[config.mk]
export PLATFORM = sky130hd
export DESIGN_NAME = phy_mgmt_ctrl
export DESIGN_NICKNAME = d
export VERILOG_FILES = /design/src/rtl/phy_mgmt_ctrl.sv
export SDC_FILE = /design/constraint.sdc
export NUM_CORES = 1
export LEC_CHECK = 0
export ABC_AREA = 1
export CAP_MARGIN = 20
export CORE_ASPECT_RATIO = 0.6
export CORE_UTILIZATION = 62
export DETAILED_ROUTE_END_ITERATION = 7
export PLACE_DENSITY = 0.85
export SLEW_MARGIN = 20
export SYNTH_ARGS = -nofsm -noshare
export SYNTH_HDL_FRONTEND = slang
export SYNTH_SLANG_ARGS = --single-unit
[constraint.sdc]
create_clock -name axi_aclk -period 2.6 [get_ports axi_aclk]
set_clock_uncertainty 0.05 [all_clocks]
set_input_delay 0.78 -clock axi_aclk [delete_from_list [all_inputs] [get_ports axi_aclk]]
set_output_delay 0.78 -clock axi_aclk [all_outputs]
set_load 0.01 [all_outputs]
[src/rtl/phy_mgmt_ctrl.sv]
// PHY reset sequencer and Clause-22 MDIO master for the board Ethernet PHYs.
// Optional: define PHY_MGMT_PREAMBLE_SUPPRESS_EN to drop the 32-bit preamble.
module phy_mgmt_ctrl #(
    parameter int NUM_PHY         = 4,
    parameter int CLK_DIV         = 50,
    parameter int RST_CYCLES      = 1000000,
    parameter int POST_RST_CYCLES = 500000
) (
    input  logic               axi_aclk,
    input  logic               axi_aresetn,
    input  logic               soft_reset,
    output logic [NUM_PHY-1:0] phy_rstn,
    output logic               mdc,
    input  logic               mdio_i,
    output logic               mdio_o,
    output logic               mdio_t,
    input  logic               cmd_valid,
    output logic               cmd_ready,
    input  logic               cmd_write,
    input  logic [4:0]         cmd_phy_addr,
    input  logic [4:0]         cmd_reg_addr,
    input  logic [15:0]        cmd_wdata,
    output logic               rsp_valid,
    output logic [15:0]        rsp_rdata,
    output logic               rsp_error,
    output logic               init_done
);

    typedef enum logic [2:0] {
        ST_RST_HOLD, ST_RST_WAIT, ST_IDLE, ST_XFER, ST_DONE
    } state_t;

`ifdef PHY_MGMT_PREAMBLE_SUPPRESS_EN
    localparam int NBITS = 32;
`else
    localparam int NBITS = 64;
`endif
    localparam int DIV_W = (CLK_DIV > 2) ? $clog2(CLK_DIV) : 1;

    state_t            r_state;
    state_t            w_state_next;
    logic [31:0]       r_cnt;
    logic [DIV_W-1:0]  r_div;
    logic              r_phase;
    logic [6:0]        r_bit;
    logic [63:0]       r_frame;
    logic              r_write;
    logic [15:0]       r_rx;
    logic              r_ta_err;
    logic [15:0]       r_rdata;
    logic              r_error;

    logic              w_accept;
    logic              w_div_end;
    logic              w_sample;
    logic              w_bit_end;
    logic [31:0]       w_frame32;

    assign w_accept  = (r_state == ST_IDLE) && cmd_valid;
    assign w_div_end = (r_div == DIV_W'(CLK_DIV - 1));
    assign w_sample  = (r_state == ST_XFER) && w_div_end && !r_phase;
    assign w_bit_end = (r_state == ST_XFER) && w_div_end && r_phase;

    // Released fields of a read frame are filled with ones; mdio_t masks them anyway.
    assign w_frame32 = {2'b01, (cmd_write ? 2'b01 : 2'b10), cmd_phy_addr, cmd_reg_addr,
                        (cmd_write ? 2'b10 : 2'b11), (cmd_write ? cmd_wdata : 16'hFFFF)};

    always_ff @(posedge axi_aclk) begin
        if (!axi_aresetn) begin
            r_state <= ST_RST_HOLD;
        end else begin
            r_state <= w_state_next;
        end
    end

    always_comb begin
        w_state_next = r_state;
        if (soft_reset) begin
            w_state_next = ST_RST_HOLD;
        end else begin
            case (r_state)
                ST_RST_HOLD: if (r_cnt == 32'(RST_CYCLES - 1))      w_state_next = ST_RST_WAIT;
                ST_RST_WAIT: if (r_cnt == 32'(POST_RST_CYCLES - 1)) w_state_next = ST_IDLE;
                ST_IDLE:     if (cmd_valid)                          w_state_next = ST_XFER;
                ST_XFER:     if (w_bit_end && r_bit == 7'(NBITS - 1)) w_state_next = ST_DONE;
                ST_DONE:     w_state_next = ST_IDLE;
                default:     w_state_next = ST_RST_HOLD;
            endcase
        end
    end

    always_comb begin
        phy_rstn  = '1;
        mdc       = 1'b0;
        mdio_o    = 1'b1;
        mdio_t    = 1'b1;
        cmd_ready = 1'b0;
        rsp_valid = 1'b0;
        init_done = 1'b1;
        case (r_state)
            ST_RST_HOLD: begin
                phy_rstn  = '0;
                init_done = 1'b0;
            end
            ST_RST_WAIT: init_done = 1'b0;
            ST_IDLE:     cmd_ready = 1'b1;
            ST_XFER: begin
                mdc    = r_phase;
                mdio_o = r_frame[63];
                // Reads hand the bus to the PHY from the first turnaround bit.
                mdio_t = r_write ? 1'b0 : (r_bit >= 7'(NBITS - 18));
            end
            ST_DONE:     rsp_valid = 1'b1;
            default:     init_done = 1'b0;
        endcase
    end

    always_ff @(posedge axi_aclk) begin
        if (!axi_aresetn) begin
            r_cnt    <= '0;
            r_div    <= '0;
            r_phase  <= 1'b0;
            r_bit    <= '0;
            r_frame  <= '0;
            r_write  <= 1'b0;
            r_rx     <= '0;
            r_ta_err <= 1'b0;
            r_rdata  <= '0;
            r_error  <= 1'b0;
        end else begin
            if (soft_reset || w_state_next != r_state) begin
                r_cnt <= '0;
            end else if (r_state == ST_RST_HOLD || r_state == ST_RST_WAIT) begin
                r_cnt <= r_cnt + 32'd1;
            end

            if (w_accept && !soft_reset) begin
`ifdef PHY_MGMT_PREAMBLE_SUPPRESS_EN
                r_frame <= {w_frame32, 32'h0};
`else
                r_frame <= {32'hFFFF_FFFF, w_frame32};
`endif
                r_write  <= cmd_write;
                r_div    <= '0;
                r_phase  <= 1'b0;
                r_bit    <= '0;
                r_rx     <= '0;
                r_ta_err <= 1'b0;
            end else if (r_state == ST_XFER) begin
                if (w_div_end) begin
                    r_div   <= '0;
                    r_phase <= ~r_phase;
                end else begin
                    r_div <= r_div + DIV_W'(1);
                end
                if (w_sample) begin
                    r_rx <= {r_rx[14:0], mdio_i};
                    if (r_bit == 7'(NBITS - 17)) r_ta_err <= mdio_i;
                end
                if (w_bit_end) begin
                    r_frame <= {r_frame[62:0], 1'b1};
                    r_bit   <= r_bit + 7'd1;
                end
            end

            if (r_state == ST_XFER && w_state_next == ST_DONE) begin
                r_rdata <= r_write ? 16'h0 : r_rx;
                r_error <= !r_write && r_ta_err;
            end
        end
    end

    assign rsp_rdata = r_rdata;
    assign rsp_error = r_error;

endmodule

; Word-level counts from Yosys, hierarchy flattened
; Cells that the tools add are included.
[op_classes]
n_addsub = 3
n_div = 0
n_eq_ne = 11
n_shift = 0
bitwise_logic = 2
reduce_logical = 24
order_cmp = 1
muxes = 22
n_mul = 0
[ops]
columns = cell, count
row1 = $mux 64, 3
row2 = $add 32x1->32 const B, 1
row3 = $eq 32x19->1 const B, 1
row4 = $eq 32x20->1 const B, 1
row5 = $mux 16, 2
row6 = $mux 3, 5
row7 = $pmux 3 s5, 1
row8 = $eq 7x6->1 const B, 2
row9 = $logic_and 1x1->1, 8
row10 = $mux 1, 8
row11 = $reduce_and 2->1, 4
row12 = $add 7x1->7 const B, 1
row13 = $ge 7x6->1 const B, 1
row14 = $add 6x1->6 const B, 1
row15 = $eq 3x2->1 const B, 2
row16 = $eq 3x3->1 const B, 2
row17 = $eq 6x6->1 const B, 1
row18 = $mux 6, 1
row19 = $mux 4, 1
row20 = $reduce_bool 2->1, 2
row21 = $reduce_or 2->1, 2
row22 = $eq 3x1->1 const B, 1
row23 = $logic_not 1->1, 3
row24 = $logic_not 3->1, 1
row25 = 6 further kinds, 8
[word_totals]
latch_bits = 0
input_bits = 32
out_inout_bits = 27
ramBits = 0
rom_bits = 0
word_cells = 75
memories = 0
register_bits = 148

; Longest topological paths before layout
; Gate-level depths: netlist (run 1).
[logic_depth]
word_depth = 10
depth_mapped = 14

; Least setup slack after synthesis (run 1)
; Ideal clock, no wire load.
[synth_path]
path_type = flip-flop to output port
from = register r_state[2]
to = output port init_done
required_time_ns = 1.770
slack_ns = 0.718
path_buffers = 0
arrival_ns = 1.052
path_stages_with_launch = 5
path_cell_list = dfxtp_1 -> inv_2 -> nor3_1 -> nor2_1 -> nand2_1
[synth_via]
elab_chain_cells = 3
word_cells_on_any_way = 5
[synth_lines]
columns = element, line
row1 = from (decl), 40  ; state_t r_state;
row2 = from (signal assigned), 72  ; r_state <= w_state_next;
row3 = $eq 3x2->1 or $eq 3x3->1 (tied branches), 100  ; case (r_state)
row4 = $reduce_or 3->1 (no source line) (*), -
row5 = $mux 1 (*), 100
row6 = to (decl), 26  ; output logic init_done
; Every way passes the cells marked *; elsewhere a longest branch is shown, timed or not.

; Final worst setup path (run 1)
[layout_path]
from = register r_state[0]
to = output port phy_rstn[0]
[layout_via]
elab_chain_cells = 2
[layout_lines]
columns = element, line
row1 = $logic_not 3->1, 100
row2 = $mux 4, 100
row3 = to (decl), 12  ; output logic [NUM_PHY-1:0] phy_rstn,
; No other way between the ends.

==> impl_table.tex, run 1 <==
\begin{tabular}{lr}
\hline
Metric & Value \\
\hline
\multicolumn{2}{l}{\textbf{Detailed routing}} \\
Router iterations before antenna repair & 8 \\
Routed len/inst & 14.7 um \\
Total via count in the routed design & 6174 \\
WL final & 15.8 mm \\
Count of routing violations after the opening detailed-route iteration & 530 \\
ANT nets after route & 0 \\
Vias/cell & 5.73 \\
Count of unresolved DRC violations after routing & 0 \\
\multicolumn{2}{l}{\textbf{Clocking}} \\
Clock sink total & 148 \\
Hold\_buf cts & 0 \\
TritonCTS clock tree & yes \\
Clock buffers created by TritonCTS & 17 \\
Maximum level of the CTS H-tree & 4 \\
Clk pin slew, worst setup/hold paths & 70 ps \\
Clock insertion delay at the later pin of the skew report & 420 ps \\
Clock tree root driver cell & sky130\_fd\_sc\_hd\_\_clkbuf\_16 \\
CTS Buffer Depth & 2 \\
\multicolumn{2}{l}{\textbf{Logic synthesis}} \\
Post-synthesis cell area & 6660 um\^{}2 \\
Primary flip-flop cell chosen by synthesis mapping & sky130\_fd\_sc\_hd\_\_dfxtp\_1 \\
Yosys warns & 0 \\
Number of library cell types mapped by synthesis & 42 \\
Async set-or-reset flop fraction in the synthesized netlist & 0\% \\
Portion of the post-synthesis area used by sequential elements & 44.5\% \\
Number of flops mapped to enable cells by yosys & 0 \\
Register bit total from synthesis & 148 \\
Number of cells produced by synthesis & 876 \\
Syn nets & 913 \\
Synthesized area per cell & 7.60 um\^{}2 \\
\multicolumn{2}{l}{\textbf{Power}} \\
Internal Pwr Total & 3.77 mW \\
Comb pwr share & 2.4\% \\
Switching share of power & 22.4\% \\
Peak supply drop & 0.511 mV \\
Fraction of power consumed by the clock network & 50.8\% \\
Part of the power in registers & 46.7\% \\
Net switching power & 1.09 mW \\
Total leakage power & 3.08 nW \\
Pwr Density & 609 nW/um\^{}2 \\
\multicolumn{2}{l}{\textbf{Final layout}} \\
Most frequent cells in the layout & 144 x sky130\_fd\_sc\_hd\_\_dfxtp\_1, 135 x sky130\_fd\_sc\_hd\_\_inv\_1, 127 x sky130\_fd\_sc\_hd\_\_nand2\_1 \\
Finished Cell Area & 7970 um\^{}2 \\
Final instance count without filler cells & 1077 \\
Flip-flop and latch area & 2970 um\^{}2 \\
Leading cell type in the layout, fill and taps excluded & sky130\_fd\_sc\_hd\_\_dfxtp\_1 \\
Total area of multi-input combinational cells & 2970 um\^{}2 \\
Number of nets in the layout & 966 \\
Layout filler cell count & 654 \\
Layout Area Growth over Synthesis & 19.7\% \\
Number of diodes added for antenna fixing & 0 \\
Share of layout cells above drive strength 1 & 10.1\% \\
\multicolumn{2}{l}{\textbf{Placed design}} \\
HPWL after detailed placement & 10.7 mm \\
Pre-CTS setup slack & -141 ps \\
Number of buffers inserted by port buffering & 58 \\
Routability Congestion & 0.948 \\
Post-DP Area & 7350 um\^{}2 \\
Placed Cells incl. Taps & 1044 \\
\multicolumn{2}{l}{\textbf{Timing}} \\
Final min period & 2500 ps \\
Sum of negative setup slack & 0 ps \\
Period utilization & 96.2\% \\
Measured slew at the worst slew-check pin & 649 ps \\
Max Fclk & 400 MHz \\
Worst hold slack & 416 ps \\
Worst slew margin relative to its limit & 56.7\% \\
Unrepaired setup endpoints after global routing & no \\
Post-layout worst setup margin & 99.8 ps \\
Number of pins exceeding their max-slew limit in the final report & 0 \\
Fin. Hold Viols & 0 \\
Endpoints failing setup & 0 \\
\multicolumn{2}{l}{\textbf{Global route}} \\
Vias in the first global route & 5505 \\
Largest net degree at the start of global routing & 49 \\
Grt total ovfl & 0 \\
Initial antenna violation count & 0 \\
Wire length of the first global-routing pass & 25.6 mm \\
Overall global routing resource usage & 29.5\% \\
\multicolumn{2}{l}{\textbf{Hold path}} \\
Hold Crit Endpoint & rsp\_rdata[6] \\
Min-Delay Startpoint & rsp\_rdata[6] \\
Kind of path behind the tightest hold check & reg2reg \\
Cell depth of the worst hold path & 1 \\
\multicolumn{2}{l}{\textbf{Critical path}} \\
Worst reg2reg startpoint & r\_state[2] \\
Worst reg2reg path endpoint & r\_cnt[29] \\
Peak per-stage delay on the critical path & 580 ps \\
Slack of the worst reg-to-reg path & 270 ps \\
Critical path fanouts, max & 5 \\
Kind of end point of the critical path & primary output \\
Worst Reg2Reg Path Length in Cells & 14 \\
Crit path launch type & flip-flop \\
Req. time, crit path & 1770 ps \\
Crit path buf inv count & 2 \\
Critical path arrival & 1670 ps \\
Cell with the largest stage delay on the worst path & sky130\_fd\_sc\_hd\_\_clkdlybuf4s50\_1 \\
Worst Setup Path Type & reg2out \\
Critical path's top delay family & buffers and inverters \\
CP Cell Sequence & inv\_1 -> nand2\_1 -> clkdlybuf4s50\_1 \\
\multicolumn{2}{l}{\textbf{Flow run}} \\
Number of max-cap violations & 0 \\
\multicolumn{2}{l}{\textbf{Outcome}} \\
Run status & finished, final reports clean \\
\multicolumn{2}{l}{\textbf{Die}} \\
Die area & 11200 um\^{}2 \\
Top-level port count & 59 \\
Core footprint & 10200 um\^{}2 \\
Overall die height & 82.3 um \\
Std cell rows & 28 \\
Die Span X & 136 um \\
Initial core utilization & 65.6\% \\
\hline
\end{tabular}
## worst reg2reg max path, delay by kind of cell (launching register included)
family | cells | cell delay (ps)
and+or+nand+nor | 11 | 1310
buffers and inverters | 3 | 480
DFF | 1 | 350
## routing by layer
layer,share of wire [%],routed length (um),vias to the layer above,track usage [%]
met2,45,7170,299,46.0
li1,-,-,2959,-
met4,1.7,276,0,11.8
met1,46,7250,2879,39.9
met5,0,0,-,0
met3,7.2,1150,37,6.35
## layout make-up
| type | instances | share of cell area (%) |
|---|---|---|
| Clock buffer | 18 | 5.38 |
| Clock inverter | 14 | 2.07 |
| Inverter | 143 | 6.77 |
| Multi-Input combinational cell | 544 | 37.2 |
| Sequential cell | 148 | 37.3 |
| Tap cell | 135 | 2.12 |
| Timing Repair Buffer | 75 | 9.17 |
## stage by stage
step                utilization [%]  power (mW)
floorplan                         -        2.37
global placement               72.3        2.43
global route                   78.5        4.98
CTS                            78.4        4.87
finish                         78.5        4.85
detailed placement             72.3        2.44
## Yosys cell counts, drive strengths merged (2+ instances only)
| cell | number | area (um^2) |
|---|---|---|
| buf | 20 | 136 |
| nand4 | 11 | 68.8 |
| nand3 | 34 | 185 |
| inv | 142 | 533 |
| a31oi | 9 | 56.3 |
| xor2 | 25 | 219 |
| dfxtp | 148 | 2960 |
| o211a | 6 | 60.1 |
| ha | 5 | 62.6 |
| o21ai | 57 | 285 |
| nor4 | 3 | 25.0 |
| xnor2 | 7 | 61.3 |
| a221oi | 32 | 280 |
| nand2 | 131 | 502 |
| clkbuf | 21 | 78.8 |
| nor3 | 15 | 91.3 |
| o21a | 6 | 45.0 |
| o221ai | 15 | 131 |
| o22ai | 2 | 12.5 |
| a21oi | 38 | 190 |
| nor2 | 140 | 607 |
## cells by family (layout without fill, tap and decap cells)
logic type      Yosys count  after routing  share of synthesized area [%]
compound gates          169            169                           16.4
simple gates            337            337                           22.5
fa+ha+maj                 5              5                          0.939
buf+inv                 184            250                           11.3
xor+xnor                 32             32                           4.21
mux                       1              1                          0.150
flops                   148            148                           44.5
## registers in the layout, summed over array words and instances, names as in the netlist, 3 cells and up
signal	flops
r_bit	7
r_cnt	32
r_div	6
r_frame	64
r_rx	16
r_state	3
rsp_rdata	16
## repair_timing
| item | CTS | global route |
|---|---|---|
| pin swaps | 1 | 0 |
| gates resized for setup | 10 | 5 |
| buffers inserted | 1 | 0 |
| hold endpoints to repair | 0 | 0 |
| endpoints found under the setup margin | 6 | 3 |
## power by group through the flow
stage          Combinational [mW]  Sequential [mW]  Clock [mW]
6_report                    0.119             2.27        2.47
5_1_grt                     0.126             2.27        2.59
4_1_cts                     0.117             2.27        2.48
3_5_place_dp                0.116             2.32           0
3_3_place_gp                0.113             2.32           0
2_1_floorplan              0.0522             2.32           0
## worst max path at each step
| stage | to | cells after the start | slack (ps) | start |
|---|---|---|---|---|
| after floorplan | init_done | 4 | 720 | r_state[2] |
| after global placement | r_frame[48] | 7 | -50 | soft_reset |
| after detailed placement | r_frame[15] | 9 | -140 | soft_reset |
| after CTS | init_done | 5 | 2 | r_state[1] |
| after global routing | mdio_o | 5 | 10 | r_state[2] |
| final | phy_rstn[0] | 3 | 100 | r_state[0] |
No activity file was read; power rests on OpenSTA's default activity.
==> run 2, diff against run 1 <==
HOLD_SLACK_MARGIN = 0.08   (was unset)
PLACE_DENSITY = 0.92   (was 0.85)
==> run 2 against run 1 <==
Wire length increased by 8.5%; combinational power increased by 7%; cell count grew 0.37%; cell area is 0.66% higher; critical path depth unchanged; via count rose by 3.1%; global-route usage grew 2.5 points; clock power grew 4%; utilization is 0.52 points higher; highest routed layer unchanged.
==> impl_table.tex, run 2 (synthesis gave the netlist of run 1 again) <==
\begin{tabular}{lr}
\hline
Metric & Value \\
\hline
\multicolumn{2}{l}{\textbf{Outcome}} \\
Run status & finished, final reports clean \\
\multicolumn{2}{l}{\textbf{Power}} \\
Fraction of power consumed by the clock network & 51.8\% (+1.0 points) \\
Total leakage power & 3.09 nW (+0.53\%) \\
Net switching power & 1.07 mW (-1.4\%) \\
Part of the power in registers & 45.6\% (-1.1 points) \\
Comb pwr share & 2.6\% (+0.2 points) \\
Peak supply drop & 0.555 mV (+8.7\%) \\
Internal Pwr Total & 3.90 mW (+3.6\%) \\
Switching share of power & 21.5\% (-0.84 points) \\
Pwr Density & 620 nW/um\^{}2 (+1.8\%) \\
Overall Power & 4.98 mW (+2.5\%) \\
\multicolumn{2}{l}{\textbf{Detailed routing}} \\
Router iterations before antenna repair & 7 (-1) \\
Count of routing violations after the opening detailed-route iteration & 756 (+43\%) \\
Routed len/inst & 15.9 um (+8.1\%) \\
Count of unresolved DRC violations after routing & 0 (unchanged) \\
ANT nets after route & 0 (unchanged) \\
Vias/cell & 5.89 (+2.7\%) \\
WL final & 17.2 mm (+8.5\%) \\
Total via count in the routed design & 6367 (+3.1\%) \\
\multicolumn{2}{l}{\textbf{Timing}} \\
Final min period & 2540 ps (+38.7 ps) \\
Worst slew margin relative to its limit & 46.2\% (-10 points) \\
Sum of negative setup slack & 0 ps (unchanged) \\
Fin. Hold Viols & 0 (unchanged) \\
Measured slew at the worst slew-check pin & 800 ps (+151 ps) \\
Max Fclk & 394 MHz (-1.5\%) \\
Period utilization & 97.6\% (+1.5 points) \\
Unrepaired setup endpoints after global routing & no \\
Number of pins exceeding their max-slew limit in the final report & 0 (unchanged) \\
Endpoints failing setup & 0 (unchanged) \\
\multicolumn{2}{l}{\textbf{Final layout}} \\
Number of diodes added for antenna fixing & 0 (unchanged) \\
Register with the most flip-flops & r\_frame \\
Largest registers & r\_frame: 64 flops, r\_cnt: 32 flops \\
Final instance count without filler cells & 1081 (+0.37\%) \\
Number of nets in the layout & 970 (+0.41\%) \\
Layout Area Growth over Synthesis & 20.5\% \\
Finished Cell Area & 8020 um\^{}2 (+0.66\%) \\
Share of layout cells above drive strength 1 & 10.4\% (+0.27 points) \\
Leading cell type in the layout, fill and taps excluded & sky130\_fd\_sc\_hd\_\_dfxtp\_1 \\
Most frequent cells in the layout & 144 x sky130\_fd\_sc\_hd\_\_dfxtp\_1, 135 x sky130\_fd\_sc\_hd\_\_inv\_1, 127 x sky130\_fd\_sc\_hd\_\_nand2\_1 \\
Layout filler cell count & 627 (-4.1\%) \\
Largest register FFs & 64 (unchanged) \\
\multicolumn{2}{l}{\textbf{Clocking}} \\
Maximum level of the CTS H-tree & 4 (unchanged) \\
Clk pin slew, worst setup/hold paths & 60 ps (about the same) \\
TritonCTS clock tree & yes \\
Clock buffers created by TritonCTS & 17 (unchanged) \\
Clock sink total & 148 (unchanged) \\
Clock insertion delay at the later pin of the skew report & 430 ps (about the same) \\
CTS Buffer Depth & 2 (unchanged) \\
Clock tree root driver cell & sky130\_fd\_sc\_hd\_\_clkbuf\_16 \\
\multicolumn{2}{l}{\textbf{Global route}} \\
Grt total ovfl & 0 (unchanged) \\
Overall global routing resource usage & 32.0\% (+2.5 points) \\
Wire length of the first global-routing pass & 27.3 mm (+6.6\%) \\
Vias in the first global route & 5685 (+3.3\%) \\
Initial antenna violation count & 0 (unchanged) \\
Largest net degree at the start of global routing & 43 (-12\%) \\
\multicolumn{2}{l}{\textbf{Flow run}} \\
Number of max-cap violations & 0 (unchanged) \\
\multicolumn{2}{l}{\textbf{Critical path}} \\
Slack of the worst reg-to-reg path & 290 ps (+20 ps) \\
Critical path fanouts, max & 4 (-1) \\
Req. time, crit path & 1770 ps (about the same) \\
Kind of end point of the critical path & primary output \\
Worst reg2reg startpoint & r\_cnt[3] \\
Worst Setup Path Type & reg2out \\
Critical path arrival & 1710 ps (+40 ps) \\
Crit path launch type & flip-flop \\
Worst Reg2Reg Path Length in Cells & 7 (-7) \\
Worst reg2reg path endpoint & r\_cnt[25] \\
\multicolumn{2}{l}{\textbf{Die}} \\
Core footprint & 10200 um\^{}2 (unchanged) \\
Initial core utilization & 65.6\% (unchanged) \\
Top-level port count & 59 (unchanged) \\
Overall die height & 82.3 um (unchanged) \\
Die Span X & 136 um (unchanged) \\
Std cell rows & 28 (unchanged) \\
Die area & 11200 um\^{}2 (unchanged) \\
\multicolumn{2}{l}{\textbf{Placed design}} \\
Placed Cells incl. Taps & 1048 (+0.38\%) \\
Number of buffers inserted by port buffering & 58 (unchanged) \\
Post-DP Area & 7380 um\^{}2 (+0.41\%) \\
HPWL after detailed placement & 11.0 mm (+2.8\%) \\
Routability Congestion & 0.991 (+4.6\%) \\
\multicolumn{2}{l}{\textbf{Hold path}} \\
Hold Crit Endpoint & r\_ta\_err \\
Kind of path behind the tightest hold check & reg2reg \\
Min-Delay Startpoint & r\_ta\_err \\
Cell depth of the worst hold path & 2 (+1) \\
\hline
\end{tabular}
-- run 2: cell types whose count changed in the layout (fill, tap and decap cells not counted), moves of 2 or more --
cell                       previous run  this run
sky130_fd_sc_hd__buf_4               15        19
sky130_fd_sc_hd__clkbuf_8             0         2
sky130_fd_sc_hd__inv_6                6         4
sky130_fd_sc_hd__o21ai_0             56        54
sky130_fd_sc_hd__o21ai_1              0         2
-- run 2: worst max path at each step --
stage               start         to  slack [ps]  cells past startpoint
6_report          r_phase        mdc          60                      3
5_1_grt        r_state[2]        mdc          10                      4
4_1_cts        r_state[1]     mdio_o          20                      4
3_5_place_dp   soft_reset   r_div[2]         -30                      7
3_3_place_gp   soft_reset   r_div[2]          50                      7
2_1_floorplan  r_state[2]  init_done         720                      4
-- run 2: power by group through the flow --
stage	Combinational [mW]	Sequential, mW	Clock [mW]
4_1_cts	0.125	2.27	2.58
6_report	0.127	2.27	2.58
2_1_floorplan	0.0522	2.32	0
5_1_grt	0.135	2.27	2.68
3_5_place_dp	0.122	2.32	0
3_3_place_gp	0.120	2.32	0
-- run 2: layer usage --
metal  routed length [um]  track usage [%]  up-vias
met5                    0                0        -
met4                  442             12.4        0
met3                 2240             11.9       74
met2                 7070             46.9      427
met1                 7430             42.6     2897
li1                     -                -     2969
-- run 2: critical path: stages (launching register included) --
cell and delay (ps):
sky130_fd_sc_hd__dfxtp_1 430, sky130_fd_sc_hd__nand4_1 200, sky130_fd_sc_hd__inv_1 120, sky130_fd_sc_hd__clkdlybuf4s50_1 540
-- run 2: area by class of cell --
| type | instances | area (um^2) | area share [%] |
|---|---|---|---|
| clock buffer | 19 | 453 | 5.64 |
| multi-input combinational | 544 | 2960 | 36.9 |
| sequential | 148 | 2970 | 37.0 |
| tap | 135 | 169 | 2.11 |
| inverter | 143 | 537 | 6.69 |
| clock inverter | 13 | 170 | 2.12 |
| timing repair buffer | 79 | 762 | 9.50 |
-- run 2: stage by stage --
| stage | setup WS (ps) | util, % | hold WS, ps |
|---|---|---|---|
| after global placement | 52.8 | 72.6 | 391 |
| after detailed placement | -33.6 | 72.6 | 399 |
| after floorplan | 718 | - | 374 |
| after CTS | 19.7 | 78.9 | 411 |
| final | 61.1 | 79.0 | 409 |
| after global routing | 14.5 | 79.0 | 431 |
-- run 2: repair_timing --
item                                    in CTS  in global routing
buffers inserted                             1                  0
hold buffers                                 0                  0
endpoints found under the setup margin       9                  2
gates resized for setup                      8                  6
pin swaps                                    1                  0
==> run 3, diff against run 2 <==
==> constraint.sdc (replaced) <==
create_clock -name axi_aclk -period 2.6 [get_ports axi_aclk]
set_clock_uncertainty 0.05 [all_clocks]
set_input_delay 0.52 -clock axi_aclk [delete_from_list [all_inputs] [get_ports axi_aclk]]
set_output_delay 0.52 -clock axi_aclk [all_outputs]
set_load 0.01 [all_outputs]
==> run 3 against run 2 <==
Critical path depth rose by 2; clock power up 3%; cell area down 0.83%; global-route usage grew 0.60 points; wire length increased by 0.15%; sequential cell count is the same; die area unchanged; total power is 1.6% higher; critical path type unchanged; largest power group unchanged; highest routed layer unchanged.
==> impl_table.tex, run 3 (synthesis gave the netlist of run 1 again) <==
\begin{tabular}{lr}
\hline
Metric & Value \\
\hline
\multicolumn{2}{l}{\textbf{Critical path}} \\
Crit path launch type & flip-flop \\
Req. time, crit path & 2030 ps (+260 ps) \\
CP Cell Sequence & inv\_2 -> nor3\_1 -> nor2\_1 -> nand2\_1 -> clkdlybuf4s50\_1 \\
Worst Setup Path Type & reg2out \\
Cell with the largest stage delay on the worst path & sky130\_fd\_sc\_hd\_\_clkdlybuf4s50\_1 \\
Critical path arrival & 1910 ps (+200 ps) \\
Critical path fanouts, max & 5 (+1) \\
Kind of end point of the critical path & primary output \\
Peak per-stage delay on the critical path & 540 ps (about the same) \\
\multicolumn{2}{l}{\textbf{Placed design}} \\
Routability Congestion & 0.986 (-0.54\%) \\
Placed Cells incl. Taps & 1042 (-0.57\%) \\
HPWL after detailed placement & 10.8 mm (-1.7\%) \\
Number of buffers inserted by port buffering & 58 (unchanged) \\
\multicolumn{2}{l}{\textbf{Detailed routing}} \\
Vias/cell & 5.78 (-1.9\%) \\
Routed len/inst & 16.0 um (+0.80\%) \\
ANT nets after route & 0 (unchanged) \\
Count of unresolved DRC violations after routing & 0 (unchanged) \\
Router iterations before antenna repair & 5 (-2) \\
WL final & 17.2 mm (+0.15\%) \\
Count of routing violations after the opening detailed-route iteration & 883 (+17\%) \\
Total via count in the routed design & 6206 (-2.5\%) \\
\multicolumn{2}{l}{\textbf{Final layout}} \\
Largest registers & r\_frame: 64 flops, r\_cnt: 32 flops \\
Most frequent cells in the layout & 146 x sky130\_fd\_sc\_hd\_\_dfxtp\_1, 136 x sky130\_fd\_sc\_hd\_\_inv\_1, 127 x sky130\_fd\_sc\_hd\_\_nand2\_1 \\
Layout filler cell count & 679 (+8.3\%) \\
Final instance count without filler cells & 1074 (-0.65\%) \\
Leading cell type in the layout, fill and taps excluded & sky130\_fd\_sc\_hd\_\_dfxtp\_1 \\
Largest register FFs & 64 (unchanged) \\
Layout Area Growth over Synthesis & 19.5\% \\
Number of diodes added for antenna fixing & 0 (unchanged) \\
Core occupancy in the finished layout & 78.3\% (-0.65 points) \\
Number of nets in the layout & 963 (-0.72\%) \\
Register with the most flip-flops & r\_frame \\
Share of layout cells above drive strength 1 & 9.16\% (-1.2 points) \\
\multicolumn{2}{l}{\textbf{Hold path}} \\
Kind of path behind the tightest hold check & reg2reg \\
\multicolumn{2}{l}{\textbf{Power}} \\
Switching share of power & 23.0\% (+1.5 points) \\
Comb pwr share & 2.4\% (-0.2 points) \\
Net switching power & 1.16 mW (+8.6\%) \\
Internal Pwr Total & 3.89 mW (-0.37\%) \\
Part of the power in registers & 44.9\% (-0.7 points) \\
Overall Power & 5.05 mW (+1.6\%) \\
Total leakage power & 3.06 nW (-0.97\%) \\
Peak supply drop & 0.515 mV (-7.2\%) \\
Pwr Density & 635 nW/um\^{}2 (+2.4\%) \\
Fraction of power consumed by the clock network & 52.7\% (+0.9 points) \\
\multicolumn{2}{l}{\textbf{Flow run}} \\
Number of max-cap violations & 0 (unchanged) \\
\multicolumn{2}{l}{\textbf{Timing}} \\
Final min period & 2480 ps (-61.2 ps) \\
Measured slew at the worst slew-check pin & 687 ps (-113 ps) \\
Max Fclk & 404 MHz (+2.5\%) \\
Number of pins exceeding their max-slew limit in the final report & 0 (unchanged) \\
Unrepaired setup endpoints after global routing & no \\
Period utilization & 95.3\% (-2.4 points) \\
Worst slew margin relative to its limit & 53.8\% (+7.6 points) \\
Endpoints failing setup & 0 (unchanged) \\
Sum of negative setup slack & 0 ps (unchanged) \\
Fin. Hold Viols & 0 (unchanged) \\
Worst hold slack & 414 ps (+4.85 ps) \\
\multicolumn{2}{l}{\textbf{Die}} \\
Std cell rows & 28 (unchanged) \\
Die area & 11200 um\^{}2 (unchanged) \\
Die Span X & 136 um (unchanged) \\
Initial core utilization & 65.6\% (unchanged) \\
Core footprint & 10200 um\^{}2 (unchanged) \\
Top-level port count & 59 (unchanged) \\
Overall die height & 82.3 um (unchanged) \\
\multicolumn{2}{l}{\textbf{Global route}} \\
Vias in the first global route & 5679 (-0.11\%) \\
Grt total ovfl & 0 (unchanged) \\
Overall global routing resource usage & 32.6\% (+0.60 points) \\
Initial antenna violation count & 0 (unchanged) \\
Wire length of the first global-routing pass & 27.8 mm (+1.7\%) \\
Largest net degree at the start of global routing & 52 (+21\%) \\
\multicolumn{2}{l}{\textbf{Clocking}} \\
CTS Buffer Depth & 2 (unchanged) \\
Clock sink total & 148 (unchanged) \\
Clk pin slew, worst setup/hold paths & 70 ps (about the same) \\
Number of buffers inserted by post-CTS setup repair & 0 (-1) \\
Clock buffers created by TritonCTS & 17 (unchanged) \\
Clock insertion delay at the later pin of the skew report & 420 ps (about the same) \\
Clock tree root driver cell & sky130\_fd\_sc\_hd\_\_clkbuf\_16 \\
Hold\_buf cts & 0 (unchanged) \\
Maximum level of the CTS H-tree & 4 (unchanged) \\
TritonCTS clock tree & yes \\
\multicolumn{2}{l}{\textbf{Outcome}} \\
Run status & finished, final reports clean \\
\hline
\end{tabular}
-- run 3: changes by cell type in the layout (fill, tap and decap cells not counted), moves of 2 or more --
cell                         previous run  this run
sky130_fd_sc_hd__clkbuf_8               2         0
sky130_fd_sc_hd__dfxtp_1              144       146
sky130_fd_sc_hd__buf_4                 19        13
sky130_fd_sc_hd__inv_8                  0         6
sky130_fd_sc_hd__o21ai_0               54        56
sky130_fd_sc_hd__clkinvlp_4             3         0
-- run 3: worst max-delay path: cells and delay by family, from the launching register on --
kind,cells,cell delay (ps)
buffers and inverters,2,630
and+or+nand+nor,3,450
DFF,1,400
-- run 3: final timing paths --
check / depth (start not counted) / start / slack, ps / end
hold reg to reg: 1 / rsp_rdata[6] / 410 / rsp_rdata[6]
setup reg to reg: 13 / r_cnt[1] / 180 / r_cnt[30]
hold / removal: 1 / rsp_rdata[6] / 410 / rsp_rdata[6]
setup / recovery: 5 / r_state[2] / 120 / init_done
-- run 3: through the flow --
step | setup WS [ps] | instance area (um^2)
after CTS | 0.510 | 7960
after global placement | 428 | 7320
final | 122 | 7960
after global routing | 9.84 | 7960
after floorplan | 802 | 6660
after detailed placement | 345 | 7320
-- run 3: layer usage --
| layer | vias to the layer above | GRT usage, % | wire length, um |
|---|---|---|---|
| met2 | 373 | 47.0 | 7110 |
| li1 | 2948 | - | - |
| met4 | 0 | 11.8 | 388 |
| met5 | - | 2.31 | 0 |
| met1 | 2833 | 44.1 | 7610 |
| met3 | 52 | 12.2 | 2100 |
-- run 3: cell type report --
type                    instances  area (um^2)  area share, %
clock buffers                  17          425           5.35
clock inverters                15          210           2.64
inverters                     143          537           6.75
multi-input cells             544         2950           37.1
flip-flops and latches        148         2970           37.3
well taps                     135          169           2.12
repair buffers                 72          697           8.76
-- run 3: repair_timing --
action                     CTS  global route
gates cloned                 0             0
setup endpoints to repair    1             2
resized for setup            2             2
-- run 3: power groups by stage --
stage	registers (mW)	clock network (mW)	logic (mW)
5_1_grt	2.27	2.78	0.128
2_1_floorplan	2.32	0	0.0522
3_3_place_gp	2.32	0	0.114
6_report	2.27	2.66	0.120
4_1_cts	2.27	2.66	0.118
3_5_place_dp	2.32	0	0.116
